**src/rtl/block_serial_div.sv**
```systemverilog
// Restartable restoring divider for the HI/LO unit: one quotient bit per clock,
// magnitudes first, sign fix-up in a final cycle, results qualified by a one-cycle ready.
module block_serial_div #(
    parameter int WIDTH = 32
) (
    input  logic             clk,
    input  logic             rst,
    input  logic             start,
    input  logic [WIDTH:0]   dividend,
    input  logic [WIDTH:0]   divisor,
    output logic             busy,
    output logic             ready,
    output logic [WIDTH-1:0] quotient,
    output logic [WIDTH-1:0] remainder
);

    // state | meaning
    // IDLE  | waiting for start; results held
    // ITER  | one restoring step per cycle, WIDTH cycles
    // FIX   | apply operand signs, register results, ready next cycle
    typedef enum logic [1:0] {
        S_IDLE = 2'd0,
        S_ITER = 2'd1,
        S_FIX  = 2'd2
    } state_t;

    localparam int            CW       = $clog2(WIDTH + 1);
    localparam logic [CW-1:0] CNT_INIT = CW'(WIDTH);
    localparam logic [CW-1:0] CNT_ONE  = CW'(1);

    state_t           state_q, state_d;
    logic [CW-1:0]    cnt_q, cnt_d;
    logic             sa_q, sa_d;
    logic             sb_q, sb_d;
    logic [WIDTH-1:0] dvd_q, dvd_d;
    logic [WIDTH-1:0] dvs_q, dvs_d;
    logic [WIDTH-1:0] prem_q, prem_d;
    logic [WIDTH-1:0] quo_q, quo_d;
    logic [WIDTH-1:0] rem_q, rem_d;
    logic             rdy_q, rdy_d;

    logic [WIDTH-1:0] dividend_mag;
    logic [WIDTH-1:0] divisor_mag;
    logic [WIDTH:0]   shifted;
    logic             trial_ge;
    logic [WIDTH-1:0] trial_diff;

    // Low WIDTH bits of the two's-complement negation are the magnitude, including -2^WIDTH-1.
    assign dividend_mag = dividend[WIDTH] ? (~dividend[WIDTH-1:0] + 1'b1) : dividend[WIDTH-1:0];
    assign divisor_mag  = divisor[WIDTH]  ? (~divisor[WIDTH-1:0]  + 1'b1) : divisor[WIDTH-1:0];

    // The partial remainder plus the incoming bit needs one extra bit; the kept
    // difference is always below the divisor, so only its low WIDTH bits are stored.
    assign shifted    = {prem_q, dvd_q[WIDTH-1]};
    assign trial_ge   = (shifted >= {1'b0, dvs_q});
    assign trial_diff = shifted[WIDTH-1:0] - dvs_q;

    always_ff @(posedge clk or posedge rst) begin
        if (rst) begin
            state_q <= S_IDLE;
            cnt_q   <= '0;
            sa_q    <= 1'b0;
            sb_q    <= 1'b0;
            dvd_q   <= '0;
            dvs_q   <= '0;
            prem_q  <= '0;
            quo_q   <= '0;
            rem_q   <= '0;
            rdy_q   <= 1'b0;
        end else begin
            state_q <= state_d;
            cnt_q   <= cnt_d;
            sa_q    <= sa_d;
            sb_q    <= sb_d;
            dvd_q   <= dvd_d;
            dvs_q   <= dvs_d;
            prem_q  <= prem_d;
            quo_q   <= quo_d;
            rem_q   <= rem_d;
            rdy_q   <= rdy_d;
        end
    end

    always_comb begin
        state_d = state_q;
        cnt_d   = cnt_q;
        sa_d    = sa_q;
        sb_d    = sb_q;
        dvd_d   = dvd_q;
        dvs_d   = dvs_q;
        prem_d  = prem_q;
        quo_d   = quo_q;
        rem_d   = rem_q;
        rdy_d   = 1'b0;

        case (state_q)
            S_ITER: begin
                // dvd_q shifts out dividend bits and shifts in quotient bits
                prem_d = trial_ge ? trial_diff : shifted[WIDTH-1:0];
                dvd_d  = {dvd_q[WIDTH-2:0], trial_ge};
                cnt_d  = cnt_q - 1'b1;
                if (cnt_q == CNT_ONE) begin
                    state_d = S_FIX;
                end
            end
            S_FIX: begin
                quo_d   = (sa_q ^ sb_q) ? (~dvd_q + 1'b1) : dvd_q;
                rem_d   = sa_q ? (~prem_q + 1'b1) : prem_q;
                rdy_d   = 1'b1;
                state_d = S_IDLE;
            end
            default: begin
            end
        endcase

        // A new request always wins; an aborted division must not publish results.
        if (start) begin
            state_d = S_ITER;
            cnt_d   = CNT_INIT;
            sa_d    = dividend[WIDTH];
            sb_d    = divisor[WIDTH];
            dvd_d   = dividend_mag;
            dvs_d   = divisor_mag;
            prem_d  = '0;
            quo_d   = quo_q;
            rem_d   = rem_q;
            rdy_d   = 1'b0;
        end
    end

    assign busy      = (state_q != S_IDLE);
    assign ready     = rdy_q;
    assign quotient  = quo_q;
    assign remainder = rem_q;

endmodule

```
**config.mk**
```make
export PLATFORM = sky130hd
export DESIGN_NAME = block_serial_div
export DESIGN_NICKNAME = d
export VERILOG_FILES = /design/src/rtl/block_serial_div.sv
export SDC_FILE = /design/constraint.sdc
export NUM_CORES = 1
export LEC_CHECK = 0
export BUFFER_PORTS_ARGS = -buffer_cell sky130_fd_sc_hd__buf_2
export CAP_MARGIN = 20
export CORE_MARGIN = 2
export CORE_UTILIZATION = 51
export CTS_CLUSTER_SIZE = 10
export DETAILED_ROUTE_END_ITERATION = 10
export GPL_ROUTABILITY_DRIVEN = 0
export GPL_TIMING_DRIVEN = 0
export PLACE_DENSITY = 0.72
export SYNTH_ARGS = -nofsm -noshare
export SYNTH_HDL_FRONTEND = slang
export SYNTH_SLANG_ARGS = --single-unit
export TNS_END_PERCENT = 5
```
**constraint.sdc**
```tcl
create_clock -name clk -period 5.55 [get_ports clk]
set_clock_uncertainty 0.05 [all_clocks]
set_input_delay 0.2775 -clock clk [delete_from_list [all_inputs] [get_ports clk]]
set_output_delay 0.2775 -clock clk [all_outputs]
set_load 0.02 [all_outputs]
```
# [Yosys cells after proc, flatten, opt, wreduce, memory -nomap -nowiden]
# Index checks and enable logic that the tools add are counted.
[totals] reg_bits=171 word_cells=48 inputBits=69 out_inout_bits=66
[op_classes] eq_ne=4 n_mux=16 n_bitwise=6 n_lt_le_gt_ge=1 add_sub_neg=6 reduce_logical=5
[op_table] op="$mux 32" count=9
[op_table] op="$add 32x1->32 const B" count=4
[op_table] op="$not 32->32" count=4
[op_table] op="$ge 33x32->1" count=1
[op_table] op="$sub 32x32->32" count=1
[op_table] op="$mux 6" count=2
[op_table] op="$eq 6x1->1 const B" count=1
[op_table] op="$sub 6x1->6 const B" count=1
[op_table] op="$mux 2" count=2
[op_table] op="$pmux 2 s2" count=1
[op_table] op="$reduce_and 2->1" count=2
[op_table] op="$reduce_bool 2->1" count=2
[op_table] op="$ne 3x3->1 const B" count=1
[op_table] op="$reduce_bool 3->1" count=1
[op_table] op="$eq 2x1->1 const B" count=1
[op_table] op="$eq 2x2->1 const B" count=1
[op_table] op="$mux 1" count=2
[op_table] op="$not 1->1" count=1
[op_table] op="$xor 1x1->1" count=1

# [Longest topological paths before layout]
# Gate-level depths: netlist of run 1.
[logic_depth] depth_word=4 depth_mapped=13 mapped_depth_nobuf=13

# [Least setup slack after synthesis of run 1]
# Ideal clock, no wire load.
[synth_timing] path_kind="reg2reg" startpoint="reg prem_q[11]" endpoint="reg prem_q[27]" t_required_ns=5.401 setup_time_ns=0.099 path_buffers=1 stages_incl_launch_ff=11 path_slack_ns=2.497 t_arrival_ns=2.903 period_less_slack_ns=3.053 path_cell_list="dfrtp_1 ha_1 clkbuf_1 and4_1 nand3_1 a211o_1 a2111oi_2 o21ba_2 nor2_1 or4_1 a311oi_1"
[synth_via] elab_chain_len=4 elab_cells_between_ends=5 classes_between="1 x add/sub; 1 x order compare; 3 x mux"
[synth_rtl] item="start, declared" line="37" source="logic [WIDTH-1:0] prem_q, prem_d;"
[synth_rtl] item="start signal, assigned" line="77" source="prem_q <= prem_d;"
[synth_rtl] item="$sub 32x32->32 / $ge 33x32->1 (equally long branches)" line="56, 55"
[synth_rtl] item="$mux 32 (*)" line="99" source="prem_d = trial_ge ? trial_diff : shifted[WIDTH-1:0];"
[synth_rtl] item="$mux 32 (*)" line="96" source="case (state_q)"
[synth_rtl] item="$mux 32 (*)" line="117" source="if (start) begin"
# Mark *: on every way between the ends. The rest lies on a longest branch, timed or not. The select of a mux whose other input is x is not followed.
# A chain may end at the register's enable or synchronous reset.

# [Final worst setup path of run 1]
[layout_timing] startpoint="reg prem_q[11]" endpoint="reg prem_q[13]"
# The elaborated chain is that of the path after synthesis.

==> impl_metrics.yaml, run 1 <==
sta:
  period_share_pct: 69.2
  period_needed_ns: 3.84
  fin_ws_ns: 1.71
  rsz0062_at_grt: "no"
  hold_viol_final: 0
  setup_tns_ns: 0
  worstMarginPinSlew_ns: 0.822
  drv_slew: 0
  hold_slack_ns: 0.102
  slew_headroom_pct: 44.8
  finalSetupViolCount: 0
  fmax_mhz: 260
yosys:
  synth_edf_count: 0
  synth-compound-area-share_pct: 20.1
  yosysSeqAreaShare_pct: 38.5
  synth.distinct_cells: 59
  synth_area_leaders: "dfrtp_1, xor2_1, nand2_1"
  syn_avg_cell_area_um2: 8.48
  yosys_most_used_dff: "dfrtp_1"
  yosys-top-cells-count: "nand2_1, dfrtp_1, o21ai_0, nor2_1, a21oi_1"
  syn_inst: 1313
  synthAdderAreaFrac_pct: 4.45
  synth_top_family_by_area: "compound AO/OA/AOI/OAI gates"
  synth_most_common_cell: "nand2_1"
  synth_xor_area_share_pct: 12.0
  async_reset_ff_share_pct: 100
  ys_seq_elements: 171
  syn_area_um2: 11100
  synth_nets: 1421
  synth_top_area_share_pct: 38.5
  synth-simple-area-share_pct: 17.4
  synth_top_area_cell: "dfrtp_1"
  synth_warnings: 0
  synthMuxAreaShare_pct: 3.09
grt:
  grt_remaining_overflow: 0
  antenna_found_initial: 0
  first_global_vias: 9528
  grt_use_met2_pct: 42.9
  gr-usage-met1_pct: 36.6
  grt_pass1_wl_um: 47500
  grt_use_met3_pct: 3.35
  grt.total_usage_pct: 26.1
  busiest_layer: "met2"
  grt_max_degree: 126
clock_network:
  cts_resized: 0
  cts.sinks: 171
  cts_buffers: 17
  clock_path_buffers: 2
  cts_max_level: 4
  clk-insertion-delay-late_ns: 0.43
  clk_pin_slew_ns: 0.07
  tritoncts: "done"
  cts_root_buf: "clkbuf_16"
worst_setup_path:
  critPathLaunchType: "register"
  required_ns: 5.83
  worstSetupEndpointType: "register"
  crit_path_max_incr_delay_ns: 0.46
  worstPathCellList: "ha_1 -> clkbuf_1 -> and4_1 -> nand3_1 -> a211o_1 -> a2111oi_2 -> nor2_1 -> o21ai_1 -> buf_2 -> o41ai_1 -> a211oi_1"
  cp.arrival_ns: 4.12
  cpMaxStageDelayCell: "dfrtp_1"
  critPathKind: "reg2reg"
  crit_fanout: 10
pwr:
  combPwrFrac_pct: 45.5
  peakVddDrop_uv: 208
  power_leakage_nw: 5.89
  power_mw: 5.35
  p_sw_share_pct: 43.5
  pwr-share-seq_pct: 34.0
  intPower_mw: 3.02
  switching_power_mw: 2.32
  power_frac_clock_pct: 20.6
  power.density_nw_per_um2: 420
final_layout:
  fin_nets: 1575
  drive_above_1_share_pct: 12.8
  diodes: 0
  nFillCells: 1948
  area_growth_pct: 14.3
  fin_util_pct: 58.8
floorplanning:
  pin_count: 135
  rows: 54
  fp.dieH_um: 152
  initial_core_util_pct: 51.5
  core_area_um2: 21600
  dieWidth_um: 152
  dieArea_um2: 23000
drt:
  wire_per_inst_um: 16.8
  viasPerCell: 5.71
  antenna_left: 0
  totalWireLength_um: 29600
  drt-initial-drc-count: 754
  vias: 10000
  drcViolationCount: 0
  firstDrtPassIters: 5
placed_design:
  hpwl_um: 22600
  io_buffers: 133
  dp_slack_ns: 1.80
status:
  outcome: "completed"
job:
  drv_cap: 0
hold_path:
  hold_path_class: "in2reg"
## metal layers
| metal | up-vias | share of wire, % |
|---|---|---|
| li1 | 4910 | - |
| met4 | 0 | 1.6 |
| met2 | 308 | 46 |
| met5 | - | 0 |
| met1 | 4784 | 47 |
| met3 | 47 | 5.3 |
## power groups by stage
stage | clock network [mW] | registers [mW] | logic (mW)
2_1_floorplan | 0 | 1.75 | 1.82
3_3_place_gp | 0 | 1.81 | 2.35
3_5_place_dp | 0 | 1.82 | 2.39
4_1_cts | 1.11 | 1.80 | 2.41
5_1_grt | 1.16 | 1.85 | 2.70
6_report | 1.10 | 1.82 | 2.43
## repair_timing
action                    in CTS  in global routing
hold endpoints to repair      46                  0
buffers inserted               0                  0
hold buffers                   1                  0
## layout by cell type (no fill, tap or decap), types with 7 or more instances in the layout
master	count
xor2_1	85
nor2_1	106
dfrtp_1	171
or4_1	10
a21oi_1	91
nor3_1	14
clkbuf_16	17
inv_1	58
o41ai_1	14
or3_1	23
o21ai_0	142
nand2b_1	12
xnor2_1	67
ha_1	38
mux2i_1	31
o31ai_1	27
buf_2	136
a311oi_1	22
o211ai_1	7
a211oi_1	15
buf_1	9
clkbuf_1	61
nand3_1	12
nor4_1	9
a21o_1	11
nand2_1	192
## sequential cells by signal (all words and copies together) (netlist names)
| name | cells |
|---|---|
| remainder | 32 |
| ready | 1 |
| sb_q | 1 |
| state_q | 2 |
| dvd_q | 32 |
| cnt_q | 6 |
| quotient | 32 |
| sa_q | 1 |
| dvs_q | 32 |
| prem_q | 32 |
## per-stage QoR
stage	area, µm²	std cells
2_1_floorplan	11100	1313
3_3_place_gp	12100	1726
3_5_place_dp	12200	1727
4_1_cts	12700	1759
5_1_grt	12700	1759
6_report	12700	1759
## path summary, 6_finish.rpt
| kind | start | endpoint | slack, ns | depth (start not counted) |
|---|---|---|---|---|
| setup / recovery | prem_q[11] | prem_q[13] | 1.71 | 11 |
| hold / removal | divisor[0] | dvs_q[0] | 0.10 | 2 |
| setup reg to reg | prem_q[11] | prem_q[13] | 1.71 | 11 |
| hold reg to reg | quotient[23] | quotient[23] | 0.43 | 2 |
| max in group asynchronous | rst | dvs_q[10] | 4.16 | 4 |
| min in group asynchronous | rst | remainder[3] | 0.32 | 3 |
## critical path, delay by kind of cell, from the launching register on
kind | cells | cell delay, ns
DFF | 1 | 0.46
buffers and inverters | 2 | 0.69
AOI/OAI and AO/OA | 5 | 1.63
and+or+nand+nor | 3 | 0.61
adders and majority gates | 1 | 0.30
## cell families (layout without fill, tap and decap cells)
| group | Yosys count | after routing |
|---|---|---|
| simple gates | 421 | 421 |
| compound gates | 364 | 364 |
| flops | 171 | 171 |
| xor+xnor | 152 | 152 |
| buf+inv | 132 | 298 |
| fa+ha+maj | 39 | 39 |
| mux | 34 | 34 |
## cell type report
class	instances	area (µm²)	share of cell area, %
multi-input cells	1010	6350	49.9
flip-flops and latches	171	4280	33.6
repair buffers	135	703	5.53
clock buffers	18	439	3.45
well taps	280	350	2.75
plain buffers	73	278	2.18
inverters	59	229	1.80
clock inverters	13	93.8	0.738
Note: power is estimated with default switching activity, not from simulation.
==> inputs of run 2 (changes only) <==
--- a/config.mk
+++ b/config.mk
@@ -5,6 +5,7 @@
 export SDC_FILE = /design/constraint.sdc
 export NUM_CORES = 1
 export LEC_CHECK = 0
+export ABC_AREA = 1
 export BUFFER_PORTS_ARGS = -buffer_cell sky130_fd_sc_hd__buf_2
 export CAP_MARGIN = 20
 export CORE_MARGIN = 2
@@ -13,7 +14,7 @@
 export DETAILED_ROUTE_END_ITERATION = 10
 export GPL_ROUTABILITY_DRIVEN = 0
 export GPL_TIMING_DRIVEN = 0
-export PLACE_DENSITY = 0.72
+export PLACE_DENSITY = 0.74
 export SYNTH_ARGS = -nofsm -noshare
 export SYNTH_HDL_FRONTEND = slang
 export SYNTH_SLANG_ARGS = --single-unit
==> constraint.sdc (replaced) <==
create_clock -name clk -period 3.2 [get_ports clk]
set_clock_uncertainty 0.05 [all_clocks]
set_input_delay 0.16 -clock clk [delete_from_list [all_inputs] [get_ports clk]]
set_output_delay 0.16 -clock clk [all_outputs]
set_load 0.02 [all_outputs]
==> run 2 against run 1 <==
  * Sequential cell count did not move
  * Maximum frequency up 43%
  * Via count rose by 39%
  * Final cell count up 44%
  * Largest cell class unchanged
  * Hold slack got worse by 0.092 ns
  * Largest power group unchanged
==> impl_metrics.yaml, run 2 <==
final_layout:
  nFillCells: 2443
  layout_commonest_cell: "nand2_1"
  multiInputGateArea_um2: 7440
  diodes: 0
  final_cell_mix: "nand2_1, inv_1, nand3_1, dfrtp_1, nor2_1"
  seqCellArea_um2: 4280
  drive_above_1_share_pct: 11.7
  fin_nets: 2294
  area_growth_pct: 13.9
worst_setup_path:
  crit_fanout: 4
  cp.arrival_ns: 2.96
  cp-startpoint: "dvd_q[31]"
  cpMaxStageDelayCell: "fa_1"
  crit_path_max_incr_delay_ns: 0.44
  critPathLaunchType: "register"
  critPathKind: "reg2reg"
  cp_common_cell: "nand2_1"
  r2r-start: "dvd_q[31]"
  required_ns: 3.47
  worstSetupEndpointType: "register"
  worstPathCellList: "inv_1 -> ha_1 -> inv_1 -> fa_1 -> nand3_1 -> nand3_1 -> nand2_1 -> nand2_1 -> a21oi_1 -> xor2_1 -> nand2_1 -> nand3_2 -> nand2_1"
grt:
  grt_remaining_overflow: 0
  grt_max_degree: 42
  first_global_vias: 12900
  grt_pass1_wl_um: 66800
  antenna_found_initial: 0
  grt.total_usage_pct: 31.7
yosys:
  synth_nets: 2128
  async_reset_ff_share_pct: 100
  synth-simple-area-share_pct: 38.4
  synth_xor_area_share_pct: 4.59
  synth.distinct_cells: 43
  synth_warnings: 0
  yosys_most_used_dff: "dfrtp_1"
  ys_seq_elements: 171
  synthAdderAreaFrac_pct: 3.76
  yosysSeqAreaShare_pct: 32.5
  synth_edf_count: 0
  synth_top_area_share_pct: 32.5
  yosys-top-cells-count: "nand2_1, inv_1, nand3_1, dfrtp_1, nor2_1"
  synth_top_family_by_area: "simple AND/OR/NAND/NOR gates"
  syn_avg_cell_area_um2: 6.51
  synth_area_leaders: "dfrtp_1, nand2_1, inv_1"
  synth_most_common_cell: "nand2_1"
  syn_inst: 2020
  synth-compound-area-share_pct: 9.80
  synthMuxAreaShare_pct: 0
  syn_area_um2: 13200
  synth_top_area_cell: "dfrtp_1"
drt:
  firstDrtPassIters: 5
  totalWireLength_um: 42000
  drcViolationCount: 0
  antenna_left: 0
  viasPerCell: 5.54
  vias: 14000
  drt-initial-drc-count: 1435
  wire_per_inst_um: 16.6
floorplanning:
  fp.dieH_um: 165
  dieWidth_um: 165
  pin_count: 135
  initial_core_util_pct: 52.1
  dieArea_um2: 27100
  rows: 58
  core_area_um2: 25300
clock_network:
  clock_path_buffers: 2
  cts.sinks: 171
  tritoncts: "done"
  postCtsSetupRepairBufs: 0
  clk-insertion-delay-late_ns: 0.44
  clk_pin_slew_ns: 0.07
  cts_max_level: 4
  cts_buffers: 17
  cts_root_buf: "clkbuf_16"
sta:
  period_needed_ns: 2.69
  setup_tns_ns: 0
  slew_headroom_pct: 35.3
  drv_slew: 0
  fin_ws_ns: 0.505
  finalSetupViolCount: 0
  rsz0062_at_grt: "no"
  fmax_mhz: 371
  period_share_pct: 84.2
  hold_viol_final: 0
  worstMarginPinSlew_ns: 0.966
hold_path:
  hold_start: "divisor[20]"
  hold_path_class: "in2reg"
pwr:
  peakVddDrop_uv: 450
  power_leakage_nw: 8.22
  power_mw: 10.3
  power.density_nw_per_um2: 686
status:
  outcome: "completed"
placed_design:
  dp_slack_ns: 0.560
  hpwl_um: 33600
  io_buffers: 133
job:
  drv_cap: 0
[run 2: changes by cell type in the layout (fill, tap and decap cells not counted), sizes merged, moves of 36 or more]
cell and change:
nor2 +51, nand3 +226, nand2 +488, a21oi -56, xnor2 -47, xor2 -36, inv +243
[run 2: cell families (layout without fill, tap and decap cells)]
group / after synthesis / in the layout
compound gates: 222 / 222
xor+xnor: 69 / 69
flops: 171 / 171
buf+inv: 364 / 543
simple gates: 1155 / 1155
fa+ha+maj: 39 / 39
[run 2: layer usage]
metal	vias to the layer above	wire, µm	global-route usage [%]
li1	6766	-	-
met1	6394	18100	44.3
met3	120	3850	5.32
met2	723	18300	48.8
met4	0	1790	13.0
met5	-	0	0
[run 2: worst max-delay path, delay by kind of cell, from the launching register on]
| family | cells | cell delay (ns) |
|---|---|---|
| xor+xnor | 1 | 0.27 |
| flops | 1 | 0.40 |
| simple gates | 7 | 0.76 |
| buf+inv | 2 | 0.24 |
| compound gates | 1 | 0.21 |
| fa+ha+maj | 2 | 0.64 |
[run 2: timing repair]
item	CTS	global route
hold endpoints to repair	35	0
hold buffers	10	0
gates resized for setup	0	0
[run 2: power breakdown]
part | switching (mW) | internal [mW]
combinational | 3.53 | 1.79
clock | 0.948 | 1.06
sequential | 0.459 | 2.49
total | 4.94 | 5.34
[run 2: final timing paths]
| kind | depth (start not counted) | slack (ns) | endpoint |
|---|---|---|---|
| worst max-delay path | 13 | 0.51 | prem_q[16] |
| worst min-delay path | 3 | 0.01 | dvs_q[20] |
| worst max register to register | 13 | 0.51 | prem_q[16] |
| worst min register to register | 1 | 0.42 | cnt_q[3] |
| max in group asynchronous | 5 | 1.85 | dvs_q[13] |
| min in group asynchronous | 3 | 0.33 | remainder[6] |
[run 2: cell type report]
cell class,instances,share of cell area (%)
plain buffers,61,2.05
flip-flops and latches,171,28.6
well taps,330,2.76
inverters,303,7.62
multi-input cells,1485,49.6
clock inverters,11,0.676
repair buffers,147,5.64
clock buffers,21,3.07
[run 2: per-stage QoR]
stage / instances / instance area [µm²] / util (%) / hold slack (ns)
after floorplan: 2020 / 13200 / - / 0.279
after global placement: 2483 / 14200 / 56.4 / 0.401
after detailed placement: 2487 / 14300 / 56.7 / 0.242
after CTS: 2529 / 15000 / 59.3 / 0.00791
after global routing: 2529 / 15000 / 59.3 / 0.0289
final: 2529 / 15000 / 59.3 / 0.0106
